--- src/rtl/parity_link_pkg.sv ---
// Shared definitions for the XOR-parity serial link (receiver and transmitter).
package parity_link_pkg;

  localparam int DEF_DATA_W = 8;

  // Parity sense selectors, shared with the matching transmitter.
  localparam bit PAR_EVEN = 1'b0;
  localparam bit PAR_ODD  = 1'b1;

  // Frame-walker state encoding.
  localparam logic [1:0] ST_IDLE   = 2'd0;
  localparam logic [1:0] ST_DATA   = 2'd1;
  localparam logic [1:0] ST_PARITY = 2'd2;
  localparam logic [1:0] ST_STOP   = 2'd3;

  typedef enum logic [1:0] {
    IDLE   = ST_IDLE,
    DATA   = ST_DATA,
    PARITY = ST_PARITY,
    STOP   = ST_STOP
  } rx_state_t;

  // Bit counter width: must hold 0..n without wrapping.
  function automatic int cnt_width(input int n);
    return $clog2(n + 1);
  endfunction

endpackage

--- src/rtl/parity_frame_rx_if.sv ---
// Bundle of line-side strobe/data inputs and word-side outputs of the parity receiver.
interface parity_frame_rx_if
  import parity_link_pkg::*;
#(
  parameter int DATA_W = DEF_DATA_W
);

  logic              bit_en;
  logic              rx_in;
  logic [DATA_W-1:0] data_out;
  logic              valid;
  logic              parity_err;
  logic              frame_err;
  logic              busy;

  // Line sampler / bit-timing side drives the strobe and line, observes results.
  modport master (
    output bit_en, rx_in,
    input  data_out, valid, parity_err, frame_err, busy
  );

  // Receiver side.
  modport slave (
    input  bit_en, rx_in,
    output data_out, valid, parity_err, frame_err, busy
  );

endinterface

--- src/rtl/parity_xor_acc.sv ---
// Running 1-bit XOR accumulator with clear and enable; also used by the transmitter.
module parity_xor_acc (
  input  logic clk,
  input  logic rst,
  input  logic clr_i,
  input  logic en_i,
  input  logic bit_i,
  output logic acc_o
);

  logic acc_q, acc_d;

  // Clear takes priority over accumulation.
  always_comb begin
    acc_d = acc_q;
    if (clr_i) begin
      acc_d = 1'b0;
    end else if (en_i) begin
      acc_d = acc_q ^ bit_i;
    end
  end

  // Accumulator register.
  always_ff @(posedge clk) begin
    if (rst) begin
      acc_q <= 1'b0;
    end else begin
      acc_q <= acc_d;
    end
  end

  assign acc_o = acc_q;

endmodule

--- src/rtl/parity_frame_rx.sv ---
// Parity-checking serial frame receiver: start, DATA_W data bits LSB first,
// parity, stop. Every transition is gated by the external bit strobe.
module parity_frame_rx
  import parity_link_pkg::*;
#(
  parameter int DATA_W = DEF_DATA_W,
  parameter bit ODD    = PAR_EVEN
) (
  input logic              clk,
  input logic              rst,
  parity_frame_rx_if.slave rx_if
);

  localparam int CNT_W = cnt_width(DATA_W);
  localparam logic [CNT_W-1:0] LAST_BIT = CNT_W'(DATA_W - 1);

  rx_state_t         state_q, state_d;
  logic [CNT_W-1:0]  cnt_q, cnt_d;
  logic [DATA_W-1:0] shift_q, shift_d, shift_in;
  logic              perr_q, perr_d;
  logic [DATA_W-1:0] data_out_q, data_out_d;
  logic              valid_q, valid_d;
  logic              parity_err_q, parity_err_d;
  logic              frame_err_q, frame_err_d;
  logic              busy_q, busy_d;
  logic              acc_clr, acc_en, acc;

  parity_xor_acc u_acc (
    .clk   (clk),
    .rst   (rst),
    .clr_i (acc_clr),
    .en_i  (acc_en),
    .bit_i (rx_if.rx_in),
    .acc_o (acc)
  );

  // New bit enters at the MSB so the first data bit ends up in bit 0.
  generate
    if (DATA_W == 1) begin : g_shift1
      assign shift_in = rx_if.rx_in;
    end else begin : g_shiftn
      assign shift_in = {rx_if.rx_in, shift_q[DATA_W-1:1]};
    end
  endgenerate

  // Next-state and output decode; nothing moves unless bit_en is high.
  always_comb begin
    state_d      = state_q;
    cnt_d        = cnt_q;
    shift_d      = shift_q;
    perr_d       = perr_q;
    data_out_d   = data_out_q;
    valid_d      = 1'b0;
    parity_err_d = parity_err_q;
    frame_err_d  = frame_err_q;
    busy_d       = busy_q;
    acc_clr      = 1'b0;
    acc_en       = 1'b0;
    if (rx_if.bit_en) begin
      case (state_q)
        IDLE: begin
          if (!rx_if.rx_in) begin
            state_d = DATA;
            cnt_d   = '0;
            acc_clr = 1'b1;
            busy_d  = 1'b1;
          end
        end
        DATA: begin
          shift_d = shift_in;
          acc_en  = 1'b1;
          cnt_d   = cnt_q + CNT_W'(1);
          if (cnt_q == LAST_BIT) begin
            state_d = PARITY;
          end
        end
        PARITY: begin
          perr_d  = acc ^ rx_if.rx_in ^ ODD;
          state_d = STOP;
        end
        STOP: begin
          // Emit straight from the stop-bit strobe so valid follows one clk later.
          data_out_d   = shift_q;
          parity_err_d = perr_q;
          frame_err_d  = ~rx_if.rx_in;
          valid_d      = 1'b1;
          busy_d       = 1'b0;
          state_d      = IDLE;
        end
        default: state_d = IDLE;
      endcase
    end
  end

  // FSM state register.
  always_ff @(posedge clk) begin
    if (rst) begin
      state_q <= IDLE;
    end else begin
      state_q <= state_d;
    end
  end

  // Counter, shift register, parity flag and output registers.
  always_ff @(posedge clk) begin
    if (rst) begin
      cnt_q        <= '0;
      shift_q      <= '0;
      perr_q       <= 1'b0;
      data_out_q   <= '0;
      valid_q      <= 1'b0;
      parity_err_q <= 1'b0;
      frame_err_q  <= 1'b0;
      busy_q       <= 1'b0;
    end else begin
      cnt_q        <= cnt_d;
      shift_q      <= shift_d;
      perr_q       <= perr_d;
      data_out_q   <= data_out_d;
      valid_q      <= valid_d;
      parity_err_q <= parity_err_d;
      frame_err_q  <= frame_err_d;
      busy_q       <= busy_d;
    end
  end

  assign rx_if.data_out   = data_out_q;
  assign rx_if.valid      = valid_q;
  assign rx_if.parity_err = parity_err_q;
  assign rx_if.frame_err  = frame_err_q;
  assign rx_if.busy       = busy_q;

endmodule

--- src/flat_wrapper.sv ---
// flat-port wrapper written by rule: the top's interface ports become plain ports
module parity_frame_rx_flat import parity_link_pkg::*;
#(
  parameter int DATA_W = DEF_DATA_W,
  parameter bit ODD    = PAR_EVEN
)
  (clk, rst, rx_if_bit_en, rx_if_rx_in, rx_if_data_out, rx_if_valid, rx_if_parity_err, rx_if_frame_err, rx_if_busy);
  parity_frame_rx_if #(.DATA_W(DATA_W)) rx_if_i ();
  input logic clk;
  input logic rst;
  input wire logic [$bits(rx_if_i.bit_en)-1:0] rx_if_bit_en;
  input wire logic [$bits(rx_if_i.rx_in)-1:0] rx_if_rx_in;
  output wire logic [$bits(rx_if_i.data_out)-1:0] rx_if_data_out;
  output wire logic [$bits(rx_if_i.valid)-1:0] rx_if_valid;
  output wire logic [$bits(rx_if_i.parity_err)-1:0] rx_if_parity_err;
  output wire logic [$bits(rx_if_i.frame_err)-1:0] rx_if_frame_err;
  output wire logic [$bits(rx_if_i.busy)-1:0] rx_if_busy;
  assign rx_if_i.bit_en = rx_if_bit_en;
  assign rx_if_i.rx_in = rx_if_rx_in;
  assign rx_if_data_out = rx_if_i.data_out;
  assign rx_if_valid = rx_if_i.valid;
  assign rx_if_parity_err = rx_if_i.parity_err;
  assign rx_if_frame_err = rx_if_i.frame_err;
  assign rx_if_busy = rx_if_i.busy;
  parity_frame_rx #(.DATA_W(DATA_W), .ODD(ODD)) u_core (.clk(clk), .rst(rst), .rx_if(rx_if_i));
endmodule
--- config.mk ---
export PLATFORM = sky130hd
export DESIGN_NAME = parity_frame_rx_flat
export DESIGN_NICKNAME = d
export VERILOG_FILES = /design/src/rtl/parity_link_pkg.sv /design/src/rtl/parity_frame_rx_if.sv /design/src/rtl/parity_xor_acc.sv /design/src/rtl/parity_frame_rx.sv /design/src/flat_wrapper.sv
export SDC_FILE = /design/constraint.sdc
export NUM_CORES = 1
export LEC_CHECK = 0
export BUFFER_PORTS_ARGS = -buffer_cell sky130_fd_sc_hd__buf_2
export CORE_MARGIN = 2
export CORE_UTILIZATION = 35
export DETAILED_ROUTE_END_ITERATION = 10
export GPL_TIMING_DRIVEN = 0
export HOLD_SLACK_MARGIN = 0.1
export PLACE_DENSITY = 0.5
export RECOVER_POWER = 50
export SLEW_MARGIN = 10
export SYNTH_ARGS = -nofsm -noshare
export SYNTH_HDL_FRONTEND = slang
export SYNTH_SLANG_ARGS = --single-unit
--- constraint.sdc ---
create_clock -name clk -period 1.8 [get_ports clk]
set_input_delay 0.36 -clock clk [delete_from_list [all_inputs] [get_ports clk]]
set_output_delay 0.36 -clock clk [all_outputs]
set_load 0.005 [all_outputs]
==> flow_summary.ini <==
[status]
outcome = finished, final reports clean

[setup_path]
cpPeakStageDelay_ns = 0.41
timing.rr.end = u_core.state_q[1]
required_ns = 2.02
crit_path_start = u_core.state_q[0]
worstSetupStartpointType = register
r2r-start = u_core.state_q[0]
critPathCapture = u_core.state_q[1]
cp_slowest_cell = dfxtp_1
cp-end-kind = register
rrSetupSlack_ns = 0.20
crit_path_max_fanout = 7
crit_chain = inv_1, ha_1, a21boi_2, a21boi_4, mux2i_1, nor2_1
crit_type = register to register
reg2regPathDepth = 6
crit_arrival_ns = 1.83

[power_and_ir_drop]
ir_worst_vdd_uv = 433
power_density_nw_per_um2 = 864
p_leak_nw = 0.519

[clocking]
cts_resized = 0
clockRootBuffer = clkbuf_4
clock_sinks = 28
cts_buffers = 3
cts_buffer_depth = 2
worstSkewPairLatency_ns = 0.33
htree_levels = 1
postCtsHoldBufs = 0
cts_tree = yes
clkSlewWorstSetupHoldPaths_ns = 0.16
post_cts_buffers = 0

[die]
row_count = 21
core_um2 = 3310
initial_core_util = 0.363
die_area_um2 = 3920
io_pins = 16
die_h_um = 62.6
die_w_um = 62.6

[routing]
drt_iter0_markers = 26
firstDrtPassIters = 4
finalWirelength_mm = 2.33
num_vias = 966
drc_errors = 0
routedWlPerCell_um = 11.7
via_per_inst = 4.83
ant_nets = 0

[global_route]
antenna_found_initial = 0
grt_pass1_vias = 883
grt_start_max_net_pins = 17
track_usage = 0.124
overflow = 0
grt_pass1_wl_mm = 3.86

[sta]
rsz0062_at_grt = no
clock.fmax_ghz = 0.624
period_minus_slack_ns = 1.60
relSlewSlack = 0.676
timing.final.setup_violations = 0
tightest_slew_ns = 0.486
tns_ns = 0
period_share = 0.891
finalHoldViolations = 0
slew_violations = 0
finalClockSkew_ns = 0.00563

[final_layout]
final_layout_size_suffix_gt1_frac = 0.169
fill_cells = 354
seqCellArea_um2 = 561
multi_input_area_um2 = 567
area.growth.synth_to_final_pct = 14.3
num_antenna_cells = 0
fin_area_um2 = 1370
nNetsFinal = 164
final_cells = 200

[synth]
synth_area_um2 = 1200
synth_area_per_cell_um2 = 8.77
ys.flop_type = dfxtp_1
async_flop_share = 0
synth.distinct_cells = 30
ys_ff_latch = 28
ys_seq_area_frac = 0.467
yosys_warnings = 0
postSynthCellCount = 137
synth_nets = 146
synth-edff-count = 0

[placed_design]
hpwl_mm = 1.68
placement.io_buffers = 13
routabilityCongestion = 0.758
placed_area_um2 = 1320
dp_cells = 196

[flow_run]
maxCapViolations = 0

[hold_path]
hold_class = input port to register
## cells in the mapped netlist, types with 2 or more instances
| cell type | number | area share |
|---|---|---|
| a21oi_1 | 19 | 0.079 |
| a22oi_1 | 2 | 0.012 |
| and2b_1 | 2 | 0.012 |
| buf_2 | 4 | 0.017 |
| clkbuf_1 | 2 | 0.0063 |
| clkbuf_8 | 2 | 0.023 |
| dfxtp_1 | 28 | 0.47 |
| ha_1 | 5 | 0.052 |
| inv_1 | 2 | 0.0063 |
| mux2i_1 | 2 | 0.017 |
| nand2_1 | 29 | 0.091 |
| nand3_1 | 8 | 0.033 |
| nand3b_1 | 2 | 0.012 |
| nor2_1 | 12 | 0.037 |
| o211ai_1 | 2 | 0.012 |
| xor2_1 | 2 | 0.015 |
## critical path: cells and delay by family, from the launching register on
family | cells | cell delay (ns)
AO/OA/AOI/OAI | 2 | 0.46
buffers and inverters | 1 | 0.08
adder cells (fa/ha/maj) | 1 | 0.29
AND/OR/NAND/NOR | 1 | 0.05
flip-flops | 1 | 0.41
multiplexers | 1 | 0.20
## worst min-delay path by stage
stage	end	cells after the start	startpoint	slack [ns]
CTS	u_core.shift_q[2]	2	rst	0.22
floorplan	u_core.rx_if.parity_err	2	u_core.perr_q	0.43
detailed placement	u_core.rx_if.data_out[1]	2	u_core.rx_if.data_out[1]	0.44
global route	u_core.shift_q[2]	2	rst	0.21
global placement	u_core.rx_if.data_out[1]	2	u_core.rx_if.data_out[1]	0.44
finish	u_core.shift_q[2]	2	rst	0.23
## cells in the final DEF, fill, tap and decap left out, types with 2 or more instances in the layout
master / n
dfxtp_1: 28
inv_1: 2
and2b_1: 2
nor2_1: 12
ha_1: 5
nand3b_1: 2
clkbuf_8: 2
clkbuf_1: 5
nand2_1: 29
clkbuf_4: 3
buf_2: 14
a22oi_1: 2
o211ai_1: 2
a21oi_1: 19
nand3_1: 8
mux2i_1: 2
xor2_1: 2
## cell type report
class | instances | share of cell area
timing repair buffer | 13 | 0.0456
sequential | 28 | 0.408
tap | 46 | 0.0419
buffer | 9 | 0.0474
clock buffer | 3 | 0.0164
multi-input combinational | 98 | 0.413
inverter | 2 | 0.00547
clock inverter | 1 | 0.0219
## cell families after synthesis
| kind of cell | after synthesis | synth area share |
|---|---|---|
| AND/OR/NAND/NOR | 55 | 0.197 |
| AO/OA/AOI/OAI | 33 | 0.184 |
| flip-flops | 28 | 0.467 |
| buffers and inverters | 11 | 0.0615 |
| adder cells (fa/ha/maj) | 5 | 0.0521 |
| XOR/XNOR | 3 | 0.0219 |
| multiplexers | 2 | 0.0167 |
## layer usage
layer / wire, um / vias up / GRT usage
met3: 55 / 5 / 0.0216
met5: 0 / - / 0
met2: 1140 / 11 / 0.216
met4: 49 / 0 / 0.0583
met1: 1090 / 453 / 0.147
li1: - / 497 / -
## per-stage QoR
step | power, mW | setup slack [ns] | util | hold slack [ns]
6_report | 1.19 | 0.197 | 0.415 | 0.234
3_3_place_gp | 0.779 | 0.247 | 0.400 | 0.440
2_1_floorplan | 0.752 | 0.382 | - | 0.432
3_5_place_dp | 0.783 | 0.212 | 0.400 | 0.444
5_1_grt | 1.24 | 0.0848 | 0.415 | 0.212
4_1_cts | 1.20 | 0.186 | 0.416 | 0.224
## report_power, final
group / total (mW) / switching, mW / internal [mW]
registers: 0.642 / 0.0100 / 0.632
clock network: 0.418 / 0.192 / 0.225
logic: 0.127 / 0.0757 / 0.0510
total: 1.19 / 0.278 / 0.908
## state kept, by name, indices dropped and copies added, names as in the netlist
register	cells
u_core.rx_if.frame_err	1
u_core.perr_q	1
u_core.rx_if.parity_err	1
u_core.rx_if.data_out	8
u_core.cnt_q	4
u_core.shift_q	8
u_core.rx_if.busy	1
u_core.state_q	2
u_core.u_acc.acc_o	1
u_core.rx_if.valid	1
Note: power is estimated with default switching activity, not from simulation.
